File: config.mk
export PLATFORM = sky130hd
export DESIGN_NAME = rr_mux_n
export DESIGN_NICKNAME = d
export VERILOG_FILES = /design/src/rtl/rr_mux_n.sv
export SDC_FILE = /design/constraint.sdc
export NUM_CORES = 1
export LEC_CHECK = 0
export CAP_MARGIN = 5
export CORE_MARGIN = 5
export CORE_UTILIZATION = 55
export CTS_BUF_LIST = sky130_fd_sc_hd__clkbuf_8
export DETAILED_ROUTE_END_ITERATION = 10
export DONT_BUFFER_PORTS = 1
export PLACE_DENSITY = 0.7
export SYNTH_ARGS = -nofsm -noshare
export SYNTH_HDL_FRONTEND = slang
export SYNTH_SLANG_ARGS = --single-unit
export TNS_END_PERCENT = 20
File: constraint.sdc
create_clock -name clk -period 4.6 [get_ports clk]
set_input_delay 0.46 -clock clk [delete_from_list [all_inputs] [get_ports clk]]
set_output_delay 0.46 -clock clk [all_outputs]
set_load 0.01 [all_outputs]
File: src/rtl/rr_mux_n.sv
// ---------------------------------------------------------------------------
// rr_mux_n
//   Registered N-input, W-bit multiplexer with per-channel valid/ready
//   handshakes and round-robin arbitration. The block merges several
//   producers onto one consumer through a single output register with
//   valid/ready backpressure. It can move one word per clock.
//
// Parameters
//   N   number of input channels (N >= 2)
//   W   data width per channel (W >= 1)
//   CW  channel index width, $clog2(N) (derived, not overridable)
//
// Ports
//   clk        system clock, rising edge active
//   rst_n      asynchronous active-low reset
//   in_valid   [N]    bit i: channel i presents a word
//   in_data    [N*W]  channel i data at bits [i*W +: W]
//   in_ready   [N]    bit i: channel i word accepted this cycle (combinational)
//   out_valid         output register holds a word
//   out_data   [W]    registered data word
//   out_ch     [CW]   index of the channel that supplied out_data
//   out_ready         consumer accepts out_data this cycle
//
// Optional feature (macro FIXED_SEL_EN)
//   Adds mode_fixed and fixed_sel [CW]. While mode_fixed=1, only channel
//   fixed_sel is eligible and the round-robin pointer does not move.
//   A fixed_sel value >= N grants nothing. With the macro undefined, these
//   ports do not exist and the block is pure round-robin.
// ---------------------------------------------------------------------------
module rr_mux_n #(
    parameter  int N  = 4,
    parameter  int W  = 8,
    localparam int CW = $clog2(N)
) (
    input  logic            clk,
    input  logic            rst_n,
    input  logic [N-1:0]    in_valid,
    input  logic [N*W-1:0]  in_data,
    output logic [N-1:0]    in_ready,
    output logic            out_valid,
    output logic [W-1:0]    out_data,
    output logic [CW-1:0]   out_ch,
    input  logic            out_ready
`ifdef FIXED_SEL_EN
    ,
    input  logic            mode_fixed,
    input  logic [CW-1:0]   fixed_sel
`endif
);

    logic [CW-1:0] rr_ptr;
    logic [CW-1:0] grant_idx;
    logic [CW-1:0] ptr_next;
    logic [CW:0]   scan_idx;
    logic [N-1:0]  eligible;
    logic [N-1:0]  grant_oh;
    logic [W-1:0]  sel_data;
    logic          grant_found;
    logic          load;
    logic          xfer;
    logic          ptr_update;

    // Eligibility mask: every requesting channel in round-robin mode, or
    // only the selected channel in fixed mode. The mask is built by
    // comparing against each real index, so fixed_sel >= N matches nothing.
`ifdef FIXED_SEL_EN
    logic [N-1:0] sel_mask;

    always_comb begin
        sel_mask = '0;
        for (int i = 0; i < N; i++) begin
            sel_mask[i] = (fixed_sel == CW'(i));
        end
        eligible = mode_fixed ? (in_valid & sel_mask) : in_valid;
    end
`else
    always_comb begin
        eligible = in_valid;
    end
`endif

    // Search starts at rr_ptr and ascends with wrap at N, not at 2^CW.
    // scan_idx is one bit wider than the index, so rr_ptr + k (< 2N) fits
    // before it is folded back into range.
    always_comb begin
        grant_found = 1'b0;
        grant_idx   = '0;
        scan_idx    = '0;
        for (int k = 0; k < N; k++) begin
            scan_idx = {1'b0, rr_ptr} + (CW+1)'(k);
            if (scan_idx >= (CW+1)'(N)) begin
                scan_idx = scan_idx - (CW+1)'(N);
            end
            if (!grant_found && eligible[scan_idx[CW-1:0]]) begin
                grant_found = 1'b1;
                grant_idx   = scan_idx[CW-1:0];
            end
        end
    end

    always_comb begin
        grant_oh = '0;
        if (grant_found) begin
            grant_oh[grant_idx] = 1'b1;
        end
    end

    // The output register is free when it is empty or draining this cycle.
    // in_ready is gated with rst_n so no channel sees an accept during reset.
    assign load     = !out_valid || out_ready;
    assign xfer     = rst_n && load && grant_found;
    assign in_ready = xfer ? grant_oh : '0;

    assign sel_data = in_data[int'(grant_idx)*W +: W];
    assign ptr_next = (grant_idx == CW'(N-1)) ? '0 : grant_idx + CW'(1);

`ifdef FIXED_SEL_EN
    assign ptr_update = xfer && !mode_fixed;
`else
    assign ptr_update = xfer;
`endif

    always_ff @(posedge clk or negedge rst_n) begin
        if (!rst_n) begin
            out_valid <= 1'b0;
            out_data  <= '0;
            out_ch    <= '0;
            rr_ptr    <= '0;
        end else begin
            if (xfer) begin
                out_valid <= 1'b1;
                out_data  <= sel_data;
                out_ch    <= grant_idx;
            end else if (out_valid && out_ready) begin
                out_valid <= 1'b0;
            end
            if (ptr_update) begin
                rr_ptr <= ptr_next;
            end
        end
    end

endmodule

---- Word-level counts from Yosys, hierarchy flattened ----
Index checks and enable logic that the tools add are counted.
operators by class
  $add $sub $neg .......................... 8
  magnitude comparators ................... 10
  equality and inequality tests ........... 1
  shift operators ......................... 1
  multiplexer cells ....................... 27
  reductions and logical operators ........ 13
operator list
  operator                                                               count
  32-bit by 6-bit indexed part select with 8-bit output                  1
  2-bit two-way mux                                                      9
  2-bit by 3-bit < comparator with 1-bit output, second input constant   5
  1-bit two-way mux                                                      11
  3-bit >= comparator, second input constant                             3
  1-bit binary-select mux with 2-bit select                              4
  4-bit two-way mux                                                      2
  2-bit by 1-bit subtractor with 2-bit output, second input constant     4
  1-bit logical AND                                                      7
  2-bit by 2-bit adder with 3-bit output, second input constant          2
  1-bit zero test                                                        4
  2-bit by 1-bit adder with 3-bit output, second input constant          1
  2-bit by 3-bit >= comparator with 1-bit output, second input constant  1
  2-bit by 1-bit adder with 2-bit output, second input constant          1
  1-bit demux with 2-bit select                                          1
  2-bit equality test, second input constant                             1
  2-bit by 1-bit >= comparator with 1-bit output, second input constant  1
  2-bit nonzero test                                                     1
  1-bit logical OR                                                       1
word-level totals
  flip-flop bits (word level) ............. 13
  input port bits ......................... 39
  word-level logic and storage cells ...... 64

---- Depth between registers and ports, before layout ----
  depth after elaboration ................. 20
  gate-level depth with buffers ........... 9
  mapped depth without buffers ............ 7

---- Worst setup path after synthesis ----
Ideal clock, no wire load.
  path kind ............................... input to output
  from .................................... input port in_valid[0]
  to ...................................... output port in_ready[3]
  arrival time ............................ 1.490 ns
  slack ................................... 2.650 ns
  cell stages on the path ................. 8
  cells stage by stage .................... a21o_1 -> a21oi_1 -> o21bai_2 -> buf_6 -> buf_12 -> inv_1 -> ha_1 -> and2_1
on the way
  word-level cells in the longest chain between the ends .. 18
  elaborated cells between the ends (all ways) .. 30
  those cells by class .................... order compare (2); mux (20); reduce/logical (8)
ends and longest elaborated chain
  element                                                                                                                                       RTL line  text
  from (decl)                                                                                                                                   37        input logic [N-1:0] in_valid,
  1-bit binary-select mux with 2-bit select                                                                                                     94        if (!grant_found && eligible[scan_idx[CW-1:0]]) begin
  1-bit two-way mux (not written as such)                                                                                                       94
  1-bit two-way mux                                                                                                                             94
  1-bit zero test                                                                                                                               94
  1-bit logical AND                                                                                                                             94
  1-bit two-way mux                                                                                                                             94
  1-bit zero test                                                                                                                               94
  1-bit logical AND                                                                                                                             94
  [2 not listed]                                                                                                                                -
  1-bit logical AND                                                                                                                             94
  2-bit two-way mux                                                                                                                             94
  2-bit by 3-bit < comparator with 1-bit output (not written as such) / 2-bit by 1-bit >= comparator with 1-bit output (equally long branches)  104       grant_oh[grant_idx] = 1'b1;
  1-bit logical AND (not written as such)                                                                                                       104
  1-bit two-way mux (not written as such)                                                                                                       104
  1-bit demux with 2-bit select                                                                                                                 104
  4-bit two-way mux                                                                                                                             103       if (grant_found) begin
  4-bit two-way mux (*)                                                                                                                         112       assign in_ready = xfer ? grant_oh : '0;
  to (decl)                                                                                                                                     39        output logic [N-1:0] in_ready,
Every way passes the cells marked *; elsewhere a longest branch is shown, timed or not. The select of a mux whose other input is x is not followed.

---- Worst setup path in the final report ----
  from .................................... register rr_ptr[1]
  to ...................................... output port in_ready[3]
on the way
  word-level cells in the longest chain between the ends .. 20
  elaborated cells between the ends (all ways) .. 45
  those cells by class .................... add/sub (7); order compare (6); mux (24); reduce/logical (8)
ends and longest elaborated chain
  element                                                                                          RTL line  text
  from (decl)                                                                                      51        logic [CW-1:0] rr_ptr;
  from (signal assigned)                                                                           138       rr_ptr <= ptr_next;
  parallel branches: the longest is 19 deep, another holds 2-bit by 1-bit adder with 3-bit output  -
  4-bit two-way mux (*)                                                                            112
Every way passes the cells marked *. The select of a mux whose other input is x is not followed.

==> impl_metrics.yaml <==
logic_synthesis:
  synthTopCellsByCount: "mux2i_1, nand2_1, dfrtp_1, o221ai_1, nand2b_1"
  synthesis.nets: 124
  yosysSeqAreaShare_pct: 39.2
  synth_largest_area_cell: "dfrtp_1"
  syn_avg_cell_area_um2: 9.88
  yosys_warnings: 0
  synth_top_area_share_pct: 39.2
  postSynthCellCount: 84
  synth.area.top_cells: "dfrtp_1, mux2i_1, o221ai_1"
  synthFlopType: "dfrtp_1"
  synth_edf_count: 0
  synth_seq_cells: 13
  async_flop_share_pct: 100
  synth_area_um2: 830
  ys_types: 21
global_routing:
  grt_pass1_vias: 644
  grt_pass1_wl_mm: 3.02
  antenna_found_initial: 0
  grt_overflow_total: 0
  grt_max_degree: 14
  grt_usage_pct: 15.7
placement:
  dp_cells: 96
  hpwlAfterDp_mm: 1.47
  port-buffer-count: 0
  gp_congestion: 0.748
  place_ws_ns: 2.61
die:
  num_rows: 14
  die_w_um: 48.8
  io_pins: 54
  fp.dieH_um: 48.8
  initial_utilization_pct: 56.4
  die_area_um2: 2380
  core_um2: 1470
sta:
  maxSlewViolCount: 0
  grt_setup_unrepaired: "no"
  hold_violations: 0
  layout_setup_ws_ns: 2.37
  period_share_pct: 48.5
  clock.fmax_ghz: 0.448
  tns_ns: 0
  min_period_ns: 2.23
  tightest_slew_ns: 0.577
  slew_headroom_pct: 61.4
  finClkSkew_ns: 0.000546
  setup_viol: 0
  hold_slack_ns: 0.369
hold_path:
  hold_depth: 2
  min_from: "rst_n"
  min_to: "out_valid"
  hp-class: "input port to register"
cts:
  cts_resized: 0
  clk_pin_slew_worst_paths_ns: 0.05
  cts_max_level: 1
  cts_buffers: 3
  cts_sinks: 13
  ctsLongestPathBuffers: 2
  cts_root_buf: "clkbuf_8"
  cts_tree: "yes"
  clock_latency_ns: 0.23
final_layout:
  n_antenna_cell: 0
  syn_to_final_growth_pct: 4.37
  regArea_um2: 325
  fillers: 142
  instances_no_fill: 101
  drive_gt1_share_pct: 8.24
  multi_input_area_um2: 443
  nets: 126
worst_setup_path:
  rr_endpoint: "out_data[0]"
  critical_path_depth: 6
  cp_top_family: "compound AO/OA/AOI/OAI gates"
  path_max_fanout: 8
  reg2reg_slack_ns: 2.75
  criticalPathCategory: "register to primary output"
  slowest_delay_ns: 0.42
  slowest_stage: "dfrtp_1"
  crit_arrival_ns: 1.77
  endpoint_kind: "primary output"
  start_kind: "register"
  timing.rr.start: "rr_ptr[1]"
  crit_chain: "a21o_1 -> a21oi_1 -> o21bai_2 -> inv_1 -> ha_1 -> and2_1"
  r2r_cells: 6
  critPathBufInv: 1
  critPathRequiredTime_ns: 4.14
power:
  power_density_nw_per_um2: 526
  p_leak_uw: 0.000439
  ir_drop_v: 0.000233
route:
  wl_mm: 1.88
  ant_nets: 0
  route.detailed.drc: 0
  dr.pass1.iters: 4
  dr_total_vias: 610
  wl_per_cell_um: 18.6
  viasPerCell: 6.04
  drt_iter0_drc: 15
job:
  max-cap-violations: 0
outcome:
  status: "complete, no violations"
==> stage by stage <==
| step | cell area, um2 | util, % | power [uW] |
|---|---|---|---|
| floorplan | 830 | - | 346 |
| global placement | 811 | 55.1 | 355 |
| detailed placement | 811 | 55.1 | 362 |
| CTS | 866 | 58.8 | 462 |
| global route | 866 | 58.8 | 491 |
| finish | 866 | 58.8 | 456 |
==> power by group <==
group          total, uW  internal (uW)  switching (uW)
combinational        152           71.2            80.4
clock               94.7           58.6            36.1
sequential           209            157            52.5
total                456            287             169
==> layout make-up <==
| cell class | count | area share, % |
|---|---|---|
| inverters | 4 | 1.73 |
| clock buffers | 3 | 4.77 |
| flip-flops and latches | 13 | 37.6 |
| multi-input cells | 62 | 51.2 |
| repair buffers | 2 | 2.02 |
| clock inverters | 1 | 0.434 |
| well taps | 16 | 2.31 |
==> layout by cell type, fill, tap and decap left out <==
cell and count:
inv_1 5, and2_1 1, o21bai_2 1, mux2i_1 16, dfrtp_1 13, dlygate4sd3_1 1
o221ai_1 8, o41ai_2 1, o21ai_0 1, nand2b_1 5, o22ai_1 1, nand2_1 16
a211oi_2 1, o21a_1 1, ha_1 1, nor2_1 4, a21oi_1 3, nor2b_1 1
clkbuf_8 3, buf_4 1, a21o_1 1
==> what timing repair did <==
item	CTS	global route
setup buffers	0	0
endpoints found under the hold margin	13	0
hold buffers	1	0
==> worst register-to-register path: stages, from the launching register on <==
cell and delay, ns:
dfrtp_1 0.42, a21o_1 0.14, a21oi_1 0.07, o21bai_2 0.39, buf_4 0.32, mux2i_1 0.23, o221ai_1 0.13
==> metal layers <==
metal	vias up	wire, um	track usage [%]	part of all wire, %
li1	302	-	-	-
met1	276	792	18.9	42
met2	30	923	25.7	49
met3	2	153	5.50	8.1
met4	0	11	5.38	0.58
met5	-	0	0	0
==> kinds of logic (layout without fill, tap and decap cells) <==
| family | after synthesis | in the layout | share of synthesized area (%) |
|---|---|---|---|
| muxes | 16 | 16 | 19.3 |
| buffers and inverters | 9 | 10 | 7.39 |
| AOI/OAI and AO/OA | 18 | 18 | 18.3 |
| DFF | 13 | 13 | 39.2 |
| and+or+nand+nor | 27 | 27 | 14.3 |
| adders and majority gates | 1 | 1 | 1.51 |
==> state kept, by name, summed over array words and instances, names as in the netlist <==
name       count
rr_ptr         2
out_data       8
out_ch         2
out_valid      1
==> worst max path at each step <==
stage / slack [ns] / endpoint / start
6_report: 2.37 / in_ready[3] / rr_ptr[1]
2_1_floorplan: 2.65 / in_ready[3] / in_valid[0]
3_5_place_dp: 2.61 / in_ready[3] / in_valid[0]
5_1_grt: 2.24 / in_ready[3] / rr_ptr[1]
4_1_cts: 2.36 / in_ready[3] / rr_ptr[1]
3_3_place_gp: 2.62 / in_ready[3] / in_valid[0]
Power figures use the tool's default switching activity.
